### config.mk
export PLATFORM = sky130hd
export DESIGN_NAME = serial_addsub
export DESIGN_NICKNAME = d
export VERILOG_FILES = /design/src/rtl/addsub_pkg.sv /design/src/rtl/fa_bit.sv /design/src/rtl/serial_addsub.sv
export SDC_FILE = /design/constraint.sdc
export NUM_CORES = 1
export LEC_CHECK = 0
export BUFFER_PORTS_ARGS = -buffer_cell sky130_fd_sc_hd__buf_4
export CAP_MARGIN = 5
export CELL_PAD_IN_SITES_DETAIL_PLACEMENT = 2
export CELL_PAD_IN_SITES_GLOBAL_PLACEMENT = 2
export CORE_AREA = 2 2 55 57
export CTS_CLUSTER_SIZE = 20
export DETAILED_ROUTE_END_ITERATION = 8
export DIE_AREA = 0 0 57 59
export PLACE_DENSITY_LB_ADDON = 0.1
export SLEW_MARGIN = 15
export SYNTH_ARGS = -nofsm -noshare
export SYNTH_HDL_FRONTEND = slang
export SYNTH_HIERARCHICAL = 1
export SYNTH_SLANG_ARGS = --single-unit
### constraint.sdc
create_clock -name clk -period 1.7 [get_ports clk]
set_clock_uncertainty 0.05 [all_clocks]
set_input_delay 0.085 -clock clk [delete_from_list [all_inputs] [get_ports clk]]
set_output_delay 0.085 -clock clk [all_outputs]
set_load 0.01 [all_outputs]
### src/rtl/addsub_pkg.sv
// Shared constants and state encoding for the bit-serial adder/subtractor.
package addsub_pkg;

    // Default operand/result width.
    localparam int ADDSUB_W = 4;

    // Controller states; the encodings are fixed so other blocks can decode them.
    typedef enum logic [1:0] {
        ST_IDLE = 2'd0,
        ST_RUN  = 2'd1,
        ST_DONE = 2'd2
    } state_t;

endpackage

### src/rtl/fa_bit.sv
// One-bit full adder: the only arithmetic cell in the serial datapath.
module fa_bit
    import addsub_pkg::*;
(
    input  logic a,
    input  logic b,
    input  logic ci,
    output logic s,
    output logic co
);

    // Sum and majority carry for a single bit position.
    always_comb begin
        s  = a ^ b ^ ci;
        co = (a & b) | (a & ci) | (b & ci);
    end

endmodule

### src/rtl/serial_addsub.sv
// Bit-serial two's-complement adder/subtractor. An operand pair is taken
// over a valid/ready handshake, evaluated LSB first through one full-adder
// cell with a registered carry, and offered with carry/overflow flags over
// a second valid/ready handshake.
module serial_addsub
    import addsub_pkg::*;
#(
    parameter int WIDTH = ADDSUB_W
) (
    input  logic             clk,
    input  logic             rst,
    input  logic             in_valid,
    output logic             in_ready,
    input  logic [WIDTH-1:0] a,
    input  logic [WIDTH-1:0] b,
    input  logic             sub,
    output logic             out_valid,
    input  logic             out_ready,
    output logic [WIDTH-1:0] result,
    output logic             cout,
    output logic             ovf
);

    localparam int CW = $clog2(WIDTH);
    // Bit index whose carry-out is the carry into the MSB.
    localparam logic [CW-1:0] CNT_MSB_IN = CW'(WIDTH - 2);
    // Bit index of the MSB; processing it ends the run.
    localparam logic [CW-1:0] CNT_LAST   = CW'(WIDTH - 1);

    state_t           r_state;
    state_t           w_state_next;
    logic [WIDTH-1:0] r_a_sh;
    logic [WIDTH-1:0] r_b_sh;
    logic [WIDTH-1:0] r_res_sh;
    logic [CW-1:0]    r_cnt;
    logic             r_carry;
    logic             r_c_msb_in;
    logic [WIDTH-1:0] w_b_inv;
    logic             w_s;
    logic             w_co;

    // Subtraction is A + ~B + 1: invert B here, the +1 comes in as initial carry.
    generate
        for (genvar gi = 0; gi < WIDTH; gi++) begin : g_b_inv
            assign w_b_inv[gi] = b[gi] ^ sub;
        end
    endgenerate

    fa_bit u_fa_bit (
        .a  (r_a_sh[0]),
        .b  (r_b_sh[0]),
        .ci (r_carry),
        .s  (w_s),
        .co (w_co)
    );

    // State register.
    always_ff @(posedge clk) begin
        if (rst) begin
            r_state <= ST_IDLE;
        end else begin
            r_state <= w_state_next;
        end
    end

    // Next-state decode: accept in IDLE, WIDTH bit steps in RUN, hold in DONE until taken.
    always_comb begin
        w_state_next = r_state;
        case (r_state)
            ST_IDLE: if (in_valid)           w_state_next = ST_RUN;
            ST_RUN:  if (r_cnt == CNT_LAST)  w_state_next = ST_DONE;
            ST_DONE: if (out_ready)          w_state_next = ST_IDLE;
            default:                         w_state_next = ST_IDLE;
        endcase
    end

    // Datapath: operand capture on accept, one bit per cycle while running.
    always_ff @(posedge clk) begin
        if (rst) begin
            r_a_sh     <= '0;
            r_b_sh     <= '0;
            r_res_sh   <= '0;
            r_cnt      <= '0;
            r_carry    <= 1'b0;
            r_c_msb_in <= 1'b0;
        end else begin
            case (r_state)
                ST_IDLE: begin
                    if (in_valid) begin
                        r_a_sh     <= a;
                        r_b_sh     <= w_b_inv;
                        r_carry    <= sub;
                        r_cnt      <= '0;
                        r_c_msb_in <= 1'b0;
                    end
                end
                ST_RUN: begin
                    r_a_sh   <= r_a_sh >> 1;
                    r_b_sh   <= r_b_sh >> 1;
                    r_res_sh <= {w_s, r_res_sh[WIDTH-1:1]};
                    r_carry  <= w_co;
                    r_cnt    <= r_cnt + CW'(1);
                    if (r_cnt == CNT_MSB_IN) begin
                        r_c_msb_in <= w_co;
                    end
                end
                default: begin
                    // DONE holds everything stable until the consumer takes it.
                end
            endcase
        end
    end

    // Handshake and result outputs come straight from registers.
    always_comb begin
        in_ready  = (r_state == ST_IDLE);
        out_valid = (r_state == ST_DONE);
        result    = r_res_sh;
        cout      = r_carry;
        ovf       = r_c_msb_in ^ r_carry;
    end

endmodule
; Word level (Yosys, flattened, before mapping)
; Index checks and enable logic that the tools add are counted.
[word_totals]
reg_bits = 18
latchBits = 0
ramBits = 0
romBits = 0
elab_cells = 48
mem_count = 0
[op_classes]
add_sub_neg = 1
multipliers = 0
n_div = 0
order_cmp = 0
eq_ne = 8
n_shift = 0
mux = 15
bitwise = 12
n_reduce_logical = 5
[ops]
columns = cell, n
row1 = 4-bit one-hot mux with 2 select lines, 2
row2 = 2-bit two-way mux, 4
row3 = 4-bit two-way mux, 2
row4 = 1-bit bitwise XOR, 7
row5 = "2-bit equality test, second input constant", 3
row6 = "2-bit inequality test, second input constant", 3
row7 = 2-bit one-hot mux with 3 select lines, 1
row8 = 3-bit AND reduction, 2
row9 = 1-bit one-hot mux with 2 select lines, 2
row10 = 2-bit one-hot mux with 2 select lines, 1
row11 = 1-bit bitwise AND, 3
row12 = 1-bit two-way mux, 3
row13 = "2-bit by 1-bit adder with 2-bit output, second input constant", 1
row14 = "2-bit by 1-bit equality test with 1-bit output, second input constant", 1
row15 = 2-bit zero test, 1
row16 = "2-bit by 1-bit inequality test with 1-bit output, second input constant", 1
row17 = 1-bit OR, 2
row18 = 2-bit AND reduction, 1
row19 = 2-bit nonzero test, 1

; Logic depth before layout (Yosys ltp)
; Gate-level depths: netlist of the first run.
[depth]
depth_word = 5
mapped_depth = 4

; By module
; Netlist of the first run, hierarchy kept.
[modules_own_cells]
columns = mod, instances, cells_per_inst, area_per_inst_um2, seq_area_each_um2
row1 = serial_addsub, 1, 93, 830.8, 360.3
row2 = fa_bit, 1, 1, 20.0, 0.0

; Worst setup path before layout of the first run
; No wires, ideal clock.
[synth_path]
path_kind = flip-flop to flip-flop
from = register r_carry, in the netlist cout
to = register r_res_sh[3], in the netlist result[3]
arrival_ns = 0.957
slack_ns = 0.561
path_stages_with_launch = 4
synth_period_minus_slack_ns = 1.139
cell_sequence = dfxtp_1 fa_1 nand2_1 a21oi_1
[synth_between]
elab_chain_cells = 1
[synth_lines]
columns = item, line
row1 = "start, declared", serial_addsub.sv:36  ; logic r_carry;
row2 = "start signal, assigned", serial_addsub.sv:92  ; r_carry <= sub;
row3 = "start signal, assigned", serial_addsub.sv:101  ; r_carry <= w_co;
row4 = 1-bit bitwise XOR, fa_bit.sv:14  ; s = a ^ b ^ ci;
row5 = net w_s, serial_addsub.sv:39  ; logic w_s;
row6 = "end signal, assigned", serial_addsub.sv:100  ; r_res_sh <= {w_s, r_res_sh[WIDTH-1:1]};
row7 = "end, declared", serial_addsub.sv:34  ; logic [WIDTH-1:0] r_res_sh;
; The timed path passes the listed nets, and every way through them passes these cells.
; A chain may end at the register's enable or synchronous reset.

; Final worst setup path of the first run
[layout_path]
from = register r_state[1]
to = output out_valid
[layout_between]
elab_chain_cells = 1
[layout_lines]
columns = item, line
row1 = "start, declared", serial_addsub.sv:30  ; state_t r_state;
row2 = "start signal, assigned", serial_addsub.sv:62  ; r_state <= w_state_next;
row3 = 2-bit equality test, serial_addsub.sv:117  ; out_valid = (r_state == ST_DONE);
row4 = "end, declared", serial_addsub.sv:17  ; output logic out_valid,
; No other way between the ends.

==> results of run 1 <==
-- state kept, by name, indices dropped and copies added (netlist names) --
name	cells
r_c_msb_in	1
cout	1
r_b_sh	4
result	4
r_cnt	2
r_a_sh	4
r_state	2
-- worst register-to-register path, cell delays in order, from the launching register on --
cell	delay, ps
dfxtp_1	510
nor2b_1	350
buf_4	210
nand2_1	60
a21oi_1	130
-- Yosys cell counts (2+ instances only) --
cell type,instances,share of area
clkbuf_1,3,0.013
a211oi_1,5,0.044
ha_1,2,0.029
xor2_1,2,0.021
mux2i_1,4,0.047
nand2_1,12,0.053
a21oi_1,4,0.024
nor2_1,8,0.035
o22ai_1,4,0.029
nor2b_1,3,0.022
buf_2,3,0.018
dfxtp_1,18,0.42
inv_1,3,0.013
xnor2_1,3,0.031
a22oi_1,5,0.044
-- area by class of cell --
cell class / count / area, µm²
fillers: 327 / 1653
multi-input cells: 66 / 441.7
flip-flops and latches: 18 / 360.3
repair buffers: 24 / 182.7
well taps: 31 / 38.79
clock buffers: 3 / 22.52
inverters: 3 / 11.26
-- cell families after synthesis --
logic type                 count (synthesis)  synth area share
and+or+nand+nor                           29            0.1588
buffers and inverters                     10           0.05734
adders and majority gates                  3           0.05294
AOI/OAI and AO/OA                         24            0.1956
xor gates and xnor gates                   5           0.05148
DFF                                       18            0.4235
muxes                                      5           0.06030
-- per-stage QoR --
stage,hold slack [ps],utilization,setup WS (ps),power [mW]
after CTS,16.60,0.3901,252.6,0.8548
after global placement,305.1,0.3781,429.6,0.6289
final,24.92,0.3901,293.4,0.8359
after detailed placement,315.8,0.3781,335.0,0.6351
after floorplan,198.4,-,561.0,0.5682
after global routing,19.47,0.3901,175.0,0.8938
-- power by group --
group | leakage, nW | internal (mW) | switching (mW)
logic | 0.275 | 0.0812 | 0.0740
registers | 0.148 | 0.447 | 0.0209
clock network | 0.0138 | 0.0824 | 0.130
total | 0.436 | 0.611 | 0.225
-- routing by layer --
layer / vias to the layer above / track usage
met2: 14 / 0.2562
met4: 0 / 0.01993
met3: 0 / 0.04803
met5: - / 0
li1: 366 / -
met1: 348 / 0.1667
-- path summary, 6_finish.rpt --
path	end	slack, ps	from	depth (start not counted)
worst max-delay path	out_valid	290	r_state[1]	2
worst min-delay path	r_b_sh[0]	20	b[0]	3
worst max register to register	result[3]	330	r_state[0]	4
worst min register to register	result[0]	420	result[0]	2
==> flow_summary.json, run 1 <==
{
  "final_hold_viol_count": 0,
  "crit_path_end_kind": "output port",
  "netlist_area_um2": 850.8,
  "cts_root_buf": "clkbuf_4",
  "clock.fmax_mhz": 710.9,
  "core-area_um2": 2710,
  "gp_congestion": 0.6744,
  "max_cap_viol_count": 0,
  "die_x_um": 57,
  "fin_crit_sh": 0.8274,
  "insertion_delay_ps": 290,
  "grt_overflow": 0,
  "critPathRequiredTime_ps": 1560,
  "dr.max_layer_used": "met3",
  "drv_slew": 0,
  "drtAntennaViolNets": 0,
  "relSlewSlack": 0.6875,
  "clk_pin_slew_ps": 100,
  "dp_hpwl_mm": 1.700,
  "drive_gt1_frac": 0.2544,
  "dp_cells": 141,
  "status": "completed",
  "first_pass_iters": 2,
  "min_path_type": "input pin to flop",
  "totalWireLength_mm": 2.143,
  "vdd_drop_max_mv": 0.5541,
  "die_h_um": 59,
  "cts_tree": "done",
  "syn_inst": 94,
  "initial_core_util": 0.3139,
  "grtUsageTotal": 0.1415,
  "grt_pass1_wl_mm": 3.650,
  "port_buffers": 20,
  "place_area_um2": 1025,
  "area_growth_pct": 24.26,
  "clockBufferDepth": 2,
  "cts.sinks": 18,
  "cp_slowest_cell": "dfxtp_1",
  "yosys_warnings": 6,
  "path_cells": "nor2b_1, buf_4",
  "avgSynthCellArea_um2": 9.051,
  "worst_pin_slew_ps": 467.9,
  "final_net_count": 132,
  "cp_max_fo": 12,
  "post_cts_resized": 0,
  "final_common_cell": "buf_4",
  "diodes": 0,
  "cpPeakStageDelay_ps": 570,
  "ys_seq_area_frac": 0.4235,
  "pin_count": 21,
  "routed-wl-met3_um": 100,
  "final_cells": 145,
  "grt_pass1_vias": 775,
  "grt_setup_unrepaired": "no",
  "cp-start-kind": "flop",
  "tns_ps": 0,
  "routed_via_density": 5.021,
  "fp-row-count": 19,
  "cts_setup_buffers": 0,
  "synth_edf_count": 0,
  "crit_type": "flop to output port",
  "p_per_area_nw_per_um2": 790.6,
  "numCtsBuffers": 3,
  "die_area_um2": 3363,
  "setup_viol": 0,
  "drc_errors": 0,
  "h-tree-depth": 1,
  "ys_ff_latch": 18,
  "drtIter0Drc": 6,
  "antenna_found_initial": 0,
  "finalCriticalPeriod_ps": 1407,
  "path_buf_inv": 1,
  "ctsHoldBuffers": 1,
  "final_cell_mix": "buf_4 (23), dfxtp_1 (18), nand2_1 (12)",
  "wl_met1_um": 939,
  "worstPathArrival_ps": 1270,
  "critPathTopFamily": "flip-flops",
  "yosys.cell_types.count": 30,
  "post_drt_wl_per_cell_um": 14.78,
  "async_flop_share": 0,
  "synth_nets": 110,
  "leakagePower_nw": 0.4358,
  "final_design_area_no_fill_um2": 1057,
  "vias": 728,
  "route.met2.wl_mm": 1.103,
  "synth_flop_cell": "dfxtp_1",
  "grt_max_degree": 20
}
Note: power is estimated with default switching activity, not from simulation.
==> run 2, diff against run 1 <==
--- a/config.mk
+++ b/config.mk
@@ -9,10 +9,10 @@
 export CAP_MARGIN = 5
 export CELL_PAD_IN_SITES_DETAIL_PLACEMENT = 2
 export CELL_PAD_IN_SITES_GLOBAL_PLACEMENT = 2
-export CORE_AREA = 2 2 55 57
+export CORE_AREA = 2 2 57 59
 export CTS_CLUSTER_SIZE = 20
 export DETAILED_ROUTE_END_ITERATION = 8
-export DIE_AREA = 0 0 57 59
+export DIE_AREA = 0 0 59 61
 export PLACE_DENSITY_LB_ADDON = 0.1
 export SLEW_MARGIN = 15
 export SYNTH_ARGS = -nofsm -noshare
==> constraint.sdc (replaced) <==
create_clock -name clk -period 1.5 [get_ports clk]
set_clock_uncertainty 0.05 [all_clocks]
set_input_delay 0.075 -clock clk [delete_from_list [all_inputs] [get_ports clk]]
set_output_delay 0.075 -clock clk [all_outputs]
set_load 0.01 [all_outputs]
==> flow_summary.json, run 2 (same netlist as run 1, synthesis figures left out) <==
{
  "insertion_delay_ps": 290,
  "gp_congestion": 0.6759,
  "seqPwrFrac": 0.560,
  "area_growth_pct": 25.29,
  "pre_cts_ws_ps": 87.68,
  "final_net_count": 132,
  "drv_slew": 0,
  "final_common_cell": "buf_4",
  "dp_hpwl_mm": 1.608,
  "vdd_drop_max_mv": 0.2744,
  "cts_tree": "done",
  "p_per_area_nw_per_um2": 887.6,
  "numCtsBuffers": 3,
  "antenna_found_initial": 0,
  "cts_setup_buffers": 0,
  "diodes": 0,
  "worst_pin_slew_ps": 386.3,
  "pin_count": 21,
  "drtAntennaViolNets": 0,
  "hold_ws_ps": 24.00,
  "cp-start-kind": "flop",
  "p_sw_frac": 0.2676,
  "grt_overflow": 0,
  "min_path_type": "input pin to flop",
  "cts_root_buf": "clkbuf_4",
  "post_drt_wl_per_cell_um": 14.27,
  "final_hold_viol_count": 0,
  "clockBufferDepth": 2,
  "cp_max_fo": 12,
  "leakagePower_nw": 0.4408,
  "crit_type": "flop to output port",
  "final_cell_mix": "buf_4 (23), dfxtp_1 (18), nand2_1 (12)",
  "worst_slack_ps": 143.0,
  "routed_via_density": 5.007,
  "first_pass_iters": 3,
  "vias": 736,
  "drive_gt1_frac": 0.2719,
  "setup_viol": 0,
  "status": "completed",
  "clock.fmax_mhz": 736.9,
  "finalCriticalPeriod_ps": 1357,
  "grt_pass1_wl_mm": 3.463,
  "fin_crit_sh": 0.9047,
  "die_x_um": 59,
  "grt_setup_unrepaired": "no",
  "clk_pin_slew_ps": 100,
  "h-tree-depth": 1,
  "port_buffers": 20,
  "intPower_uw": 693.0,
  "die_h_um": 61,
  "grtUsageTotal": 0.1326,
  "utilization": 0.3610,
  "initial_core_util": 0.2881,
  "p_sw_uw": 253.2,
  "max_cap_viol_count": 0,
  "grt_max_degree": 20,
  "critPathRequiredTime_ps": 1370,
  "cts.sinks": 18,
  "grt_pass1_vias": 747,
  "core-area_um2": 2953,
  "pwr-share-clk": 0.253,
  "totalWireLength_mm": 2.098,
  "die_area_um2": 3599,
  "relSlewSlack": 0.7421,
  "worstPathArrival_ps": 1230,
  "tns_ps": 0,
  "pwr-share-comb": 0.187,
  "drc_errors": 0,
  "fp-row-count": 20,
  "drtIter0Drc": 10,
  "crit_path_end_kind": "output port"
}
run 2: cell counts in the layout (fill, tap and decap cells not counted):
No cell type changed its count.
run 2: metrics by stage:
step / power (mW) / std cells / cell area (µm²)
2_1_floorplan: 0.6439 / 94 / 850.8
3_3_place_gp: 0.7146 / 143 / 1027
3_5_place_dp: 0.7202 / 143 / 1027
4_1_cts: 0.9608 / 146 / 1050
5_1_grt: 1.018 / 147 / 1066
6_report: 0.9462 / 147 / 1066
run 2: repair_timing:
item	in CTS	in global routing
gates resized for setup	0	2
hold buffers	0	1
endpoints found under the hold margin	0	1
endpoints found under the setup margin	0	7
run 2: path summary, 6_finish.rpt:
check                                start   endpoint  slack, ps  depth (start not counted)
worst max-delay path            r_state[1]  out_valid        140                          2
worst min-delay path                  b[0]  r_b_sh[0]         20                          3
worst max register to register  r_state[0]       cout        210                          4
worst min register to register   result[0]  result[0]        420                          2
run 2: area by class of cell:
| cell class | count | area (µm²) |
|---|---|---|
| Tap cell | 33 | 41.29 |
| Multi-Input combinational cell | 66 | 447.9 |
| Inverter | 3 | 11.26 |
| Fill cell | 355 | 1887 |
| Sequential cell | 18 | 360.3 |
| Timing Repair Buffer | 24 | 182.7 |
| Clock buffer | 3 | 22.52 |
run 2: critical path, cell delays in order (launching register included):
cell	delay, ps
dfxtp_1	560
nor2b_1	240
buf_4	150
run 2: layer usage:
metal / wire [µm] / up-vias / global-route usage
met1: 946 / 355 / 0.1673
met4: 18 / 0 / 0.06818
met2: 1063 / 13 / 0.2159
li1: - / 366 / -
met3: 69 / 2 / 0.02559
met5: 0 / - / 0
run 2: power groups by stage:
| stage | sequential [mW] | clock [mW] | combinational, mW |
|---|---|---|---|
| finish | 0.530 | 0.239 | 0.177 |
| global route | 0.536 | 0.283 | 0.198 |
| CTS | 0.531 | 0.250 | 0.179 |
| global placement | 0.540 | 0 | 0.174 |
| floorplan | 0.537 | 0 | 0.107 |
| detailed placement | 0.542 | 0 | 0.178 |
==> run 3, diff against run 2 <==
--- a/config.mk
+++ b/config.mk
@@ -14,6 +14,7 @@
 export DETAILED_ROUTE_END_ITERATION = 8
 export DIE_AREA = 0 0 59 61
 export PLACE_DENSITY_LB_ADDON = 0.1
+export REMOVE_ABC_BUFFERS = 1
 export SLEW_MARGIN = 15
 export SYNTH_ARGS = -nofsm -noshare
 export SYNTH_HDL_FRONTEND = slang
==> flow_summary.json, run 3 (same netlist as run 1, synthesis figures left out) <==
{
  "cts.sinks": 18,
  "crit_start": "r_state[0]",
  "status": "completed",
  "pin_count": 21,
  "drtIter0Drc": 12,
  "routed_via_density": 4.993,
  "port_buffers": 20,
  "insertion_delay_ps": 300,
  "crit_path_end_kind": "output port",
  "first_pass_iters": 4,
  "totalWireLength_mm": 2.162,
  "grt_pass1_vias": 814,
  "clockBufferDepth": 2,
  "p_sw_frac": 0.2696,
  "tns_ps": 0,
  "grt_setup_unrepaired": "no",
  "drc_errors": 0,
  "r2r-start": "r_state[0]",
  "utilization": 0.3699,
  "cpPeakStageDelay_ps": 390,
  "clock.fmax_mhz": 772.7,
  "path_buf_inv": 2,
  "intPower_uw": 748.9,
  "diodes": 0,
  "cts_setup_buffers": 0,
  "worst_pin_slew_ps": 235.8,
  "fin_crit_sh": 0.8627,
  "numCtsBuffers": 3,
  "gp_congestion": 0.7098,
  "h-tree-depth": 1,
  "grt_overflow": 0,
  "antenna_found_initial": 0,
  "cp-start-kind": "flop",
  "fp-row-count": 20,
  "drtAntennaViolNets": 0,
  "cp_slowest_cell": "dfxtp_2",
  "seqPwrFrac": 0.520,
  "crit_top_cell": "buf_4",
  "hold_start": "b[0]",
  "setup_viol": 0,
  "pwr-share-comb": 0.171,
  "max_cap_viol_count": 0,
  "drive_gt1_frac": 0.2735,
  "clk_pin_slew_ps": 110,
  "min_path_type": "input pin to flop",
  "final_net_count": 134,
  "grt_pass1_wl_mm": 3.829,
  "power_mw": 1.025,
  "final_cell_mix": "buf_4 (24), dfxtp_1 (17), nand2_1 (12)",
  "relSlewSlack": 0.8428,
  "grtUsageTotal": 0.1449,
  "drv_slew": 0,
  "worstPathArrival_ps": 1170,
  "grt_max_degree": 20,
  "core-area_um2": 2953,
  "leakagePower_nw": 0.4528,
  "cts_root_buf": "clkbuf_4",
  "die_h_um": 61,
  "path_cells": "buf_4, nor2b_1, buf_4",
  "p_per_area_nw_per_um2": 938.7,
  "cp_max_fo": 9,
  "vdd_drop_max_mv": 0.6102,
  "reg2reg_depth": 4,
  "final_hold_viol_count": 0,
  "dp_hpwl_mm": 1.649,
  "crit_type": "flop to output port",
  "vias": 749,
  "area_growth_pct": 28.38,
  "critPathTopFamily": "flip-flops",
  "final_common_cell": "buf_4",
  "regToRegSetupSlack_ps": 260,
  "die_area_um2": 3599,
  "cp.depth": 3,
  "initial_core_util": 0.2881,
  "post_drt_wl_per_cell_um": 14.41,
  "p_sw_uw": 276.4,
  "critPathRequiredTime_ps": 1370,
  "hold_depth": 3,
  "die_x_um": 59,
  "pwr-share-clk": 0.308,
  "cts_tree": "done",
  "finalCriticalPeriod_ps": 1294
}
## run 3: cell count changes in the layout (fill, tap and decap cells not counted), sizes merged
cell         change
buf              +1
clkbuf           +1
dlygate4sd3      +1
## run 3: power groups by stage
stage	Combinational (mW)	Sequential, mW	Clock [mW]
global placement	0.169	0.543	0
floorplan	0.0867	0.542	0
global route	0.200	0.540	0.359
detailed placement	0.175	0.545	0
finish	0.176	0.533	0.316
CTS	0.177	0.534	0.322
## run 3: worst register-to-register path, delay by kind of cell (launching register included)
kind | cells | cell delay [ps]
DFF | 1 | 440
buffers and inverters | 1 | 190
and+or+nand+nor | 1 | 260
AOI/OAI and AO/OA | 2 | 250
## run 3: layout make-up
| type | instances | area [µm²] |
|---|---|---|
| inverter | 3 | 11.26 |
| tap | 33 | 41.29 |
| fill | 349 | 1861 |
| sequential | 18 | 361.6 |
| timing repair buffer | 26 | 200.2 |
| clock buffer | 4 | 36.28 |
| multi-input combinational | 66 | 441.7 |
## run 3: stage by stage
step | hold slack (ps) | setup slack (ps) | instances | instance area, µm²
2_1_floorplan | 94.07 | 106.3 | 87 | 813.3
3_3_place_gp | 291.1 | 221.2 | 144 | 1035
3_5_place_dp | 309.4 | 160.5 | 144 | 1035
4_1_cts | 0.4470 | 105.8 | 149 | 1081
5_1_grt | 9.168 | 122.6 | 150 | 1092
6_report | 3.259 | 205.9 | 150 | 1092
## run 3: worst paths after layout
kind,end
worst max-delay path,out_valid
worst min-delay path,r_b_sh[0]
worst max register to register,r_b_sh[1]
worst min register to register,result[0]
## run 3: repair_timing
action / 4_1_cts / 5_1_grt
endpoints found under the setup margin: 0 / 1
hold buffers: 1 / 1
hold endpoints to repair: 1 / 1
resized for setup: 0 / 1
## run 3: routing by layer
layer  share of wire  vias to the layer above  GRT usage
li1                -                      371          -
met1            0.44                      361     0.1746
met2            0.51                       15     0.2556
met3           0.045                        2    0.04478
met4          0.0060                        0    0.02922
met5               0                        -          0
